### config.mk
export PLATFORM = sky130hd
export DESIGN_NAME = sha3_digest_tx
export DESIGN_NICKNAME = d
export VERILOG_FILES = /design/src/rtl/sha3_pkg.sv /design/src/rtl/sha3_digest_tx.sv
export SDC_FILE = /design/constraint.sdc
export NUM_CORES = 1
export LEC_CHECK = 0
export CORE_MARGIN = 1
export CORE_UTILIZATION = 30
export CTS_BUF_LIST = sky130_fd_sc_hd__clkbuf_4 sky130_fd_sc_hd__clkbuf_8 sky130_fd_sc_hd__clkbuf_16
export CTS_CLUSTER_DIAMETER = 150
export CTS_CLUSTER_SIZE = 25
export DETAILED_ROUTE_END_ITERATION = 8
export GPL_ROUTABILITY_DRIVEN = 0
export PLACE_DENSITY = 0.61
export SYNTH_ARGS = -nofsm -noshare
export SYNTH_HDL_FRONTEND = slang
export SYNTH_SLANG_ARGS = --single-unit
### constraint.sdc
create_clock -name clk -period 21.7 [get_ports clk]
set_clock_uncertainty 0.2 [all_clocks]
set_input_delay 6.51 -clock clk [delete_from_list [all_inputs] [get_ports clk]]
set_output_delay 6.51 -clock clk [all_outputs]
set_load 0.05 [all_outputs]
### src/rtl/sha3_pkg.sv
// Shared definitions for the SHA3 datapath: digest size, ASCII constants,
// the nibble-to-hex-character helper and the transmitter state encoding.
package sha3_pkg;

  localparam int SHA3_256_DIGEST_BITS = 256;

  localparam logic [7:0] ASCII_0    = 8'h30;
  localparam logic [7:0] ASCII_A_LC = 8'h61;

  typedef enum logic {
    ST_IDLE = 1'b0,
    ST_SEND = 1'b1
  } tx_state_t;

  // Map a 4-bit value to its lowercase ASCII hex character.
  function automatic logic [7:0] nib2ascii(input logic [3:0] n);
    if (n < 4'd10) begin
      return ASCII_0 + {4'd0, n};
    end else begin
      return ASCII_A_LC + ({4'd0, n} - 8'd10);
    end
  endfunction

endpackage

### src/rtl/sha3_digest_tx.sv
// Digest transmitter: captures the SHA3 digest on the rising edge of the
// core's done level and streams it out byte-serially (raw or ASCII hex)
// over a valid/ready interface, lowest-addressed byte first.
module sha3_digest_tx
  import sha3_pkg::*;
#(
  parameter int DIGEST_BITS = SHA3_256_DIGEST_BITS,
  parameter bit HEX_ASCII   = 1'b0
) (
  input  logic                   clk,
  input  logic                   rst,
  input  logic                   digest_done,
  input  logic [DIGEST_BITS-1:0] digest_in,
  output logic [7:0]             tx_data,
  output logic                   tx_valid,
  input  logic                   tx_ready,
  output logic                   tx_last,
  output logic                   busy,
  output logic                   tx_complete,
  output logic                   overrun
);

  localparam int NBYTES = DIGEST_BITS / 8;
  localparam int IDX_W  = (NBYTES > 1) ? $clog2(NBYTES) : 1;
  localparam logic [IDX_W-1:0] LAST_IDX = IDX_W'(NBYTES - 1);

  tx_state_t              state;
  logic                   done_d;
  logic                   cap;
  logic                   hs;
  logic [DIGEST_BITS-1:0] shadow;
  logic [IDX_W-1:0]       byte_idx;
  logic                   nib;
  logic [IDX_W-1:0]       idx_nxt;
  logic                   nib_nxt;

  // Character (or raw byte) presented for a given byte index and nibble phase.
  function automatic logic [7:0] beat_byte(input logic [DIGEST_BITS-1:0] sh,
                                           input logic [IDX_W-1:0]       idx,
                                           input logic                   n);
    logic [7:0] b;
    b = 8'(sh >> {idx, 3'b000});
    if (HEX_ASCII) begin
      return nib2ascii(n ? b[3:0] : b[7:4]);
    end else begin
      return b;
    end
  endfunction

  // True when the given position is the final beat of the digest.
  function automatic logic beat_is_last(input logic [IDX_W-1:0] idx,
                                        input logic             n);
    if (HEX_ASCII) begin
      return (idx == LAST_IDX) && n;
    end else begin
      return idx == LAST_IDX;
    end
  endfunction

  assign cap = digest_done && !done_d;
  assign hs  = tx_valid && tx_ready;

  // Position of the beat following the current one; hex mode walks both nibbles of a byte.
  always_comb begin
    idx_nxt = byte_idx;
    nib_nxt = 1'b0;
    if (HEX_ASCII) begin
      nib_nxt = ~nib;
      if (nib) begin
        idx_nxt = byte_idx + IDX_W'(1);
      end
    end else begin
      idx_nxt = byte_idx + IDX_W'(1);
    end
  end

  // Digest shadow copy; only loaded on an accepted capture, so later core activity cannot disturb it.
  always_ff @(posedge clk) begin
    if (state == ST_IDLE && cap) begin
      shadow <= digest_in;
    end
  end

  // Capture/transmit FSM with registered stream outputs and status flags.
  always_ff @(posedge clk) begin
    if (rst) begin
      state       <= ST_IDLE;
      done_d      <= 1'b0;
      byte_idx    <= '0;
      nib         <= 1'b0;
      tx_valid    <= 1'b0;
      tx_data     <= 8'h00;
      tx_last     <= 1'b0;
      busy        <= 1'b0;
      tx_complete <= 1'b0;
      overrun     <= 1'b0;
    end else begin
      done_d      <= digest_done;
      tx_complete <= 1'b0;
      case (state)
        ST_IDLE: begin
          if (cap) begin
            state    <= ST_SEND;
            byte_idx <= '0;
            nib      <= 1'b0;
            tx_valid <= 1'b1;
            busy     <= 1'b1;
            tx_data  <= beat_byte(digest_in, '0, 1'b0);
            tx_last  <= beat_is_last('0, 1'b0);
          end
        end
        ST_SEND: begin
          // A new digest while still sending is dropped, including on the final handshake.
          if (cap) begin
            overrun <= 1'b1;
          end
          if (hs) begin
            if (tx_last) begin
              state       <= ST_IDLE;
              tx_valid    <= 1'b0;
              busy        <= 1'b0;
              tx_last     <= 1'b0;
              tx_data     <= 8'h00;
              tx_complete <= 1'b1;
            end else begin
              byte_idx <= idx_nxt;
              nib      <= nib_nxt;
              tx_data  <= beat_byte(shadow, idx_nxt, nib_nxt);
              tx_last  <= beat_is_last(idx_nxt, nib_nxt);
            end
          end
        end
        default: begin
          state <= ST_IDLE;
        end
      endcase
    end
  end

endmodule

==> impl_results.md, run 1 <==
* Fin Hold WS at a little under 300 ps
* Period minus WS final at between 9000 and 10000 ps
* CTS sink cnt at about 280
* Synth Cell Area at 10790 um^2
* Distinct cells, synth at 40
* Final setup margin at roughly 12000 ps
* Arrival @ worst endpoint at about 9200 ps
* Pre-CTS setup slack at between 10000 and 15000 ps
* Clk Latency, worst-skew pair at 500 ps
* CTS tree: built
* Asr flop ratio synth at 0%
* First-pass GRT wire length at around 40 mm
* Overflow after GRT at 0
* Crit path required time at between 20000 and 25000 ps
* Max Cap Viol at 0
* Antenna violations before repair at 1
* Post-CTS Setup Bufs at 0
* Post-synthesis mux area share at roughly 14%
* Post-CTS sizing at 0
* DP HPWL at 19.56 mm
* Layout Cells excl Fill at around 1300
* Seq/Total Area, Yosys at 74.80%
* Part of the power in registers at 60.6%
* Iteration-0 DRC Markers at approximately 380
* Num rows at 69
* Clock slew at reported path FFs at 100 ps
* Synth Area in Simple Gates at 4.443%
* IO Pins at around 270
* Gr usage total at 14.55%
* Core ar. at around 35000 um^2
* Number of global-route vias before repair at 6363
* Period utilization at 42.82%
* Final instance area at about 14000 um^2
* Post-layout net count at ~1100
* Comb power frac at 9.8%
* Static leakage at a little under 5 nW
* Clk pwr share at approximately 30%
* Most frequent cells in the layout: clkdlybuf4s50_1 (272), edfxtp_1 (256), mux4_2 (48), nand2_1 (46), mux2i_1 (41)
* RSZ-0062 raised after global routing: no
* RR Endpoint: tx_data[1]
* Worst-margin pin slew at approximately 1200 ps
* Sw Share at about 21%
* Final setup viols at 0
* Chip Width at 191.6 um
* Initial core utilization at 30.40%
* Synth Area in XOR/XNOR at less than 1%
* Largest net degree at the start of global routing at slightly above 90
* Internal power at roughly 0.82 mW
* Critical Path Fanout Max at roughly 80
* Worst Setup SP: digest_done
* Max-slew headroom at about 22%
* Vias per Instance at about 4.7
* Status: finished clean
* Kind of critical path: input pin to register
* Yosys warns at 0
* Placed Area at between 10000 and 15000 um^2
* Pwr/cell area at 71.50 nW/um^2
* Synth Instances at between 500 and 600
* Reg2Reg Setup Slack at 18250 ps
* Max Freq at around 110 MHz
* CP Launch Type: input pin
* Number of flops mapped to enable cells by yosys at 256
* Worst hold path depth at 2
* Area grow syn2layout at 33.67%
* Hold Crit Endpoint: overrun
* Layout cell share with drive strength beyond 1 at a little over a tenth
* N_diodes at 0
* Hold-fix buffers, CTS at 0
* Clock tree buffer depth at 3
* Top_reg_cell synth: edfxtp_1
* Setup crit end kind: register
* Syn Area/Cell at around 19 um^2
* Wire per inst at between 20 and 25 um
* H-tree depth at 1
* Worst R2R Start: byte_idx[0]
* Post-synth net total at 828
* CTS root buf: clkbuf_16
* Fillers at 3209
* Hold crit path type: register to register
* DRC at 0
* Die area at 36710 um^2
* Worst reg2reg path depth at 7
* Min-delay src: overrun
* Synth Area in Adders at less than 1%
* I/O Buffers at between 200 and 300
* Yosys reg bits at about 280
* Compound-Gate Fraction of Synth Area at 4.501%
* Via count at 6088
* Total CTS buffers at 14
* Final Hold Viols at 0
* Net Sw Power at about 0.21 mW
* Sum of negative setup slack at 0 ps
* Largest family of logic cells by synthesized area: multiplexers
* Die height at about 190 um
* Worst vdd ir at 0.04580 mV
* Commonest non-fill, non-tap cell in the layout: clkdlybuf4s50_1
* Slew Viols, Final at 0
* Drt pass-1 iters at 4
* Final antenna-violating net count at 0
* Placed Instances at 1277
* Drt total wl at around 27 mm
synthesized netlist by cell type, types with 7 or more instances:
cell type	n	share of area [%]
a21o_1	10	0.70
a21oi_1	16	0.74
a22oi_1	16	1.1
a32oi_1	8	0.65
a41o_1	8	0.74
buf_2	12	0.56
clkbuf_1	7	0.24
dfxtp_1	19	3.5
edfxtp_1	256	71
mux2i_1	41	3.8
mux4_2	48	10
nand2_1	46	1.6
nand3_1	12	0.56
nand3b_1	9	0.63
nor2_1	12	0.42
through the flow:
step	power (mW)	util (%)
after floorplan	0.6843	-
after global placement	0.7377	39.38
after detailed placement	0.7403	39.38
after CTS	1.047	40.63
after global routing	1.074	40.63
final	1.031	40.63
power by group through the flow:
stage          registers, mW  logic [mW]  clock network [mW]
6_report               0.625       0.101               0.304
5_1_grt                0.628       0.108               0.337
4_1_cts                0.626       0.103               0.319
3_5_place_dp           0.638       0.103                   0
3_3_place_gp           0.637       0.101                   0
2_1_floorplan          0.649      0.0354                   0
layout make-up:
class | count | area, um^2 | share of cell area [%]
well taps | 461 | 576.8 | 4.001
multi-input cells | 260 | 2542 | 17.64
inverters | 2 | 7.507 | 0.05207
flip-flops and latches | 275 | 8071 | 55.99
repair buffers | 279 | 2775 | 19.25
clock buffers | 24 | 442.9 | 3.072
metal layers:
layer	up-vias	GRT usage, %	share of wire [%]
met5	-	0	0.033
met4	2	3.755	2.3
met3	35	3.599	8.7
met2	236	23.51	47
met1	3001	19.54	42
li1	2814	-	-
worst max-delay path by stage:
stage | endpoint | slack, ps | cells past startpoint
after global routing | shadow[145] | 12190 | 4
after floorplan | shadow[0] | 6830 | 2
after detailed placement | shadow[110] | 11840 | 4
after global placement | shadow[102] | 11900 | 4
final | shadow[169] | 12410 | 4
after CTS | shadow[144] | 12380 | 4
cells by family (layout without fill, tap and decap cells):
logic type	Yosys count	in the layout
multiplexers	89	89
AND/OR/NAND/NOR	100	100
adder cells (fa/ha/maj)	2	2
XOR/XNOR	2	2
flip-flops	275	275
AO/OA/AOI/OAI	67	67
buffers and inverters	31	305
sequential cells by signal (all words and copies together) (netlist names):
name and flops:
done_d 1, byte_idx 5, overrun 1, shadow 256
busy 1, tx_complete 1, tx_last 1, state 1
tx_data 8
critical path, stage by stage:
cell and delay, ps:
clkdlybuf4s50_1 490, nor3b_2 490, buf_4 780, buf_4 870
Note: power is estimated with default switching activity, not from simulation.
==> run 2, diff against run 1 <==
Settings changed: PLACE_DENSITY 0.61 to 0.63.
Clock period 21.7 ns to 8.1 ns, I/O delays scaled along.
==> impl_results.md, run 2 (synthesized netlist as in run 1, its figures left out) <==
* Status: finished clean
* CTS sink cnt at 275
* Worst Setup SP: digest_done
* Initial core utilization at 30.40%
* Part of the power in registers at about three fifths
* Drt pass-1 iters at 4
* Area grow syn2layout at 33.74%
* Post-CTS Setup Bufs at 0
* Setup crit end kind: register
* RSZ-0062 raised after global routing: no
* Gr usage total at between 10% and 20%
* Clk pwr share at between 20 and 30%
* Final antenna-violating net count at 0
* Hold-fix buffers, CTS at 0
* I/O Buffers at around 270
* Crit path capture: shadow[161]
* Iteration-0 DRC Markers at about 470
* Period utilization at roughly 60%
* Register name with the most flops: shadow
* DP HPWL at approximately 19 mm
* Sum of negative setup slack at 0 ps
* Chip Width at 191.6 um
* Num rows at just under 70
* Kind of critical path: input pin to register
* Pwr/cell area at 191.4 nW/um^2
* Comb power frac at under 10%
* Hold crit path type: register to register
* Die height at between 150 and 200 um
* Placed Area at 13980 um^2
* Worst reg2reg path depth at 7
* H-tree depth at 1
* Max Freq at 206.5 MHz
* Layout cell share with drive strength beyond 1 at 10.61%
* Vias per Instance at about 4.7
* Commonest non-fill, non-tap cell in the layout: clkdlybuf4s50_1
* Reg2Reg Setup Slack at ~4500 ps
* Overflow after GRT at 0
* Number of global-route vias before repair at roughly 6300
* Clock tree buffer depth at 3
* Post-layout net count at 1093
* Crit path required time at about 8000 ps
* Top flop regs: shadow (256), tx_data (8), byte_idx (5)
* Static leakage at roughly 5.0 nW
* Sw Share at roughly a fifth
* Final setup viols at 0
* Via count at between 6000 and 7000
* Final Power at between 2 and 3 mW
* First-pass GRT wire length at between 30 and 40 mm
* Clock slew at reported path FFs at ~90 ps
* Total CTS buffers at 14
* CP Launch Type: input pin
* Worst vdd ir at 0.1287 mV
* Final instance area at roughly 14000 um^2
* IO Pins at between 200 and 300
* Most frequent cells in the layout: clkdlybuf4s50_1 (272), edfxtp_1 (256), mux4_2 (48), nand2_1 (46), mux2i_1 (41)
* CTS tree: built
* Final Hold Viols at 0
* DRC at 0
* Internal power at around 2.2 mW
* Core ar. at about 35000 um^2
* Clk Latency, worst-skew pair at between 400 and 500 ps
* Worst R2R Start: byte_idx[0]
* CTS root buf: clkbuf_16
* Wire per inst at 20.65 um
* Antenna violations before repair at 2
* Post-CTS sizing at 0
* Slew Viols, Final at 0
* Max Cap Viol at 0
* Drt total wl at 26.87 mm
* Largest net degree at the start of global routing at slightly below 200
* Critical Path Fanout Max at ~190
* Period minus WS final at just under 5000 ps
* RR Endpoint: tx_data[0]
* Largest register FFs at between 200 and 300
* Arrival @ worst endpoint at around 4800 ps
* Net Sw Power at about 0.57 mW
* Max-slew headroom at between 20 and 30%
* Die area at roughly 37000 um^2
* Worst-margin pin slew at around 1100 ps
run 2: cell count changes in the layout (fill, tap and decap cells not counted):
cell	before	now
buf_12	0	1
buf_4	7	5
diode_2	0	1
run 2: power groups by stage:
stage / Sequential (mW) / Clock, mW / Combinational (mW)
after floorplan: 1.72 / 0 / 0.0945
after global placement: 1.71 / 0 / 0.271
after detailed placement: 1.71 / 0 / 0.275
after CTS: 1.68 / 0.851 / 0.276
after global routing: 1.68 / 0.887 / 0.291
final: 1.68 / 0.815 / 0.271
run 2: critical path, stage by stage:
cell and delay, ps:
clkdlybuf4s50_1 500, nor3b_2 280, buf_12 700, buf_4 670
run 2: final cells by class:
type	count	area, um^2
multi-input combinational	260	2542
fill	3210	21060
sequential	275	8071
antenna	1	2.502
tap	461	576.8
timing repair buffer	278	2780
inverter	2	7.507
clock buffer	24	442.9
run 2: per-layer routing:
layer  vias up  part of all wire, %  track usage [%]
li1       2818                    -                -
met1      3012                   42            18.97
met2       219                   48            23.83
met3        29                  7.9            3.563
met4         2                  1.9            3.022
met5         -                0.063                0
run 2: how the worst min path moves through the flow:
| stage | depth (start not counted) | end | start |
|---|---|---|---|
| finish | 2 | overrun | overrun |
| global route | 2 | overrun | overrun |
| CTS | 2 | overrun | overrun |
| detailed placement | 2 | overrun | overrun |
| global placement | 2 | overrun | overrun |
| floorplan | 3 | overrun | done_d |
run 2: through the flow:
stage | util (%) | hold WS (ps) | worst slack, ps | instances
final | 40.65 | 306.5 | 3257 | 1301
after global routing | 40.64 | 354.5 | 3114 | 1300
after detailed placement | 39.39 | 280.7 | 2758 | 1276
after global placement | 39.39 | 253.2 | 2820 | 1276
after floorplan | - | 300.9 | 1240 | 566
after CTS | 40.64 | 304.9 | 3280 | 1300
==> run 3, diff against run 2 <==
Clock period 8.1 ns to 4.2 ns, I/O delays scaled along.
==> impl_results.md, run 3 (synthesized netlist as in run 1, its figures left out) <==
* WP buf/inv at 1
* Period minus WS final at approximately 3400 ps
* Static leakage at about 5 nW
* Wire per inst at about 21 um
* CTS root buf: clkbuf_16
* Hold crit path type: register to register
* Max-slew headroom at roughly 33%
* Max stage delay cell, worst path: clkdlybuf4s50_1
* M1 WL at 10.84 mm
* Largest register FFs at 256
* Die area at ~37000 um^2
* Layout cell share with drive strength beyond 1 at 11.24%
* Crit path max-delay family: buffers and inverters
* Slew Viols, Final at 0
* Crit path required time at approximately 2700 ps
* Die height at around 190 um
* Max Freq at about 300 MHz
* Via count at just over 6000
* CTS sink cnt at 275
* Vias per Instance at ~4.7
* Final setup viols at 0
* Gr usage total at 14.52%
* Most frequent cells in the layout: clkdlybuf4s50_1 (272), edfxtp_1 (256), mux4_2 (48), nand2_1 (46), mux2i_1 (41)
* Drt pass-1 iters at 6
* First-pass GRT wire length at roughly 39 mm
* Period utilization at approximately four fifths
* Num rows at between 60 and 70
* CTS tree: built
* H-tree depth at 1
* DRC at 0
* Overflow after GRT at 0
* Status: finished clean
* Routed met2 length at 13.36 mm
* Worst vdd ir at roughly 0.33 mV
* Hold-fix buffers, CTS at 0
* Largest net degree at the start of global routing at 114
* Fillers at about 3200
* Kind of critical path: register to primary output
* Fin Hold WS at roughly 330 ps
* Initial core utilization at a little under a third
* Top flop regs: shadow (256), tx_data (8), byte_idx (5)
* Total CTS buffers at 14
* Antenna violations before repair at 8
* Final antenna-violating net count at 0
* I/O Buffers at 272
* Register name with the most flops: shadow
* Setup crit end kind: primary output
* IO Pins at between 200 and 300
* Number of global-route vias before repair at 6426
* DP HPWL at 20.16 mm
* Iteration-0 DRC Markers at around 400
* WL met3 at 2.552 mm
* Final Power at between 5 and 6 mW
* Pwr/cell area at roughly 370 nW/um^2
* Worst path max stage delay at 890 ps
* Top layer in use: met5
* Clk Latency, worst-skew pair at 500 ps
* Post-layout net count at approximately 1100
* Max Cap Viol at 0
* RSZ-0062 raised after global routing: no
* Sum of negative setup slack at 0 ps
* Core ar. at between 30000 and 40000 um^2
* Final Hold Viols at 0
* Clock slew at reported path FFs at roughly 100 ps
* Post-CTS sizing at 0
* Post-CTS Setup Bufs at 0
* Clock tree buffer depth at 3
* Critical Path Fanout Max at 8
* Chip Width at roughly 190 um
* CP Launch Type: register
* CP Cell Sequence: clkdlybuf4s50_1
* Worst-margin pin slew at approximately 1000 ps
* Drt total wl at about 27 mm
* Arrival @ worst endpoint at between 1500 and 2000 ps
* Area grow syn2layout at 34.34%
* Commonest non-fill, non-tap cell in the layout: clkdlybuf4s50_1
[run 3: changes by cell type in the layout (fill, tap and decap cells not counted)]
cell / delta
buf_4: +5
diode_2: +3
buf_12: +1
[run 3: area by class of cell]
type	count	area, um^2	area share [%]
flip-flops and latches	275	8071	55.71
multi-input cells	260	2542	17.55
repair buffers	284	2838	19.59
inverters	2	7.507	0.05181
well taps	461	576.8	3.981
diodes	4	10.01	0.06908
clock buffers	24	442.9	3.057
[run 3: routing by layer]
| layer | vias up | track usage (%) |
|---|---|---|
| met4 | 8 | 3.632 |
| met3 | 39 | 4.312 |
| met5 | - | 0 |
| li1 | 2832 | - |
| met1 | 3025 | 18.19 |
| met2 | 251 | 24.48 |
[run 3: final timing paths]
check / startpoint / end / slack [ps] / cells past startpoint
setup / recovery: tx_last / tx_last / 840 / 1
hold / removal: overrun / overrun / 330 / 2
setup reg to reg: byte_idx[0] / tx_data[6] / 1060 / 6
hold reg to reg: overrun / overrun / 330 / 2
[run 3: through the flow]
step | utilization (%) | setup WS [ps] | std cells | area, um^2
CTS | 40.81 | 797.0 | 1306 | 14480
global route | 40.83 | 759.2 | 1309 | 14490
finish | 40.83 | 836.9 | 1310 | 14490
detailed placement | 39.56 | 797.3 | 1282 | 14040
global placement | 39.56 | 827.1 | 1282 | 14040
floorplan | - | 684.0 | 566 | 10800
[run 3: tightest hold or removal path, stage by stage (launching register included)]
cell and delay (ps):
dfxtp_1 370, a31oi_1 50, nor2_1 70
[run 3: where the power goes]
group | internal [mW] | switching, mW | leakage, nW | total, mW
Sequential | 3.18 | 0.0475 | 2.57 | 3.23
Combinational | 0.311 | 0.215 | 2.20 | 0.526
Clock | 0.733 | 0.846 | 0.226 | 1.58
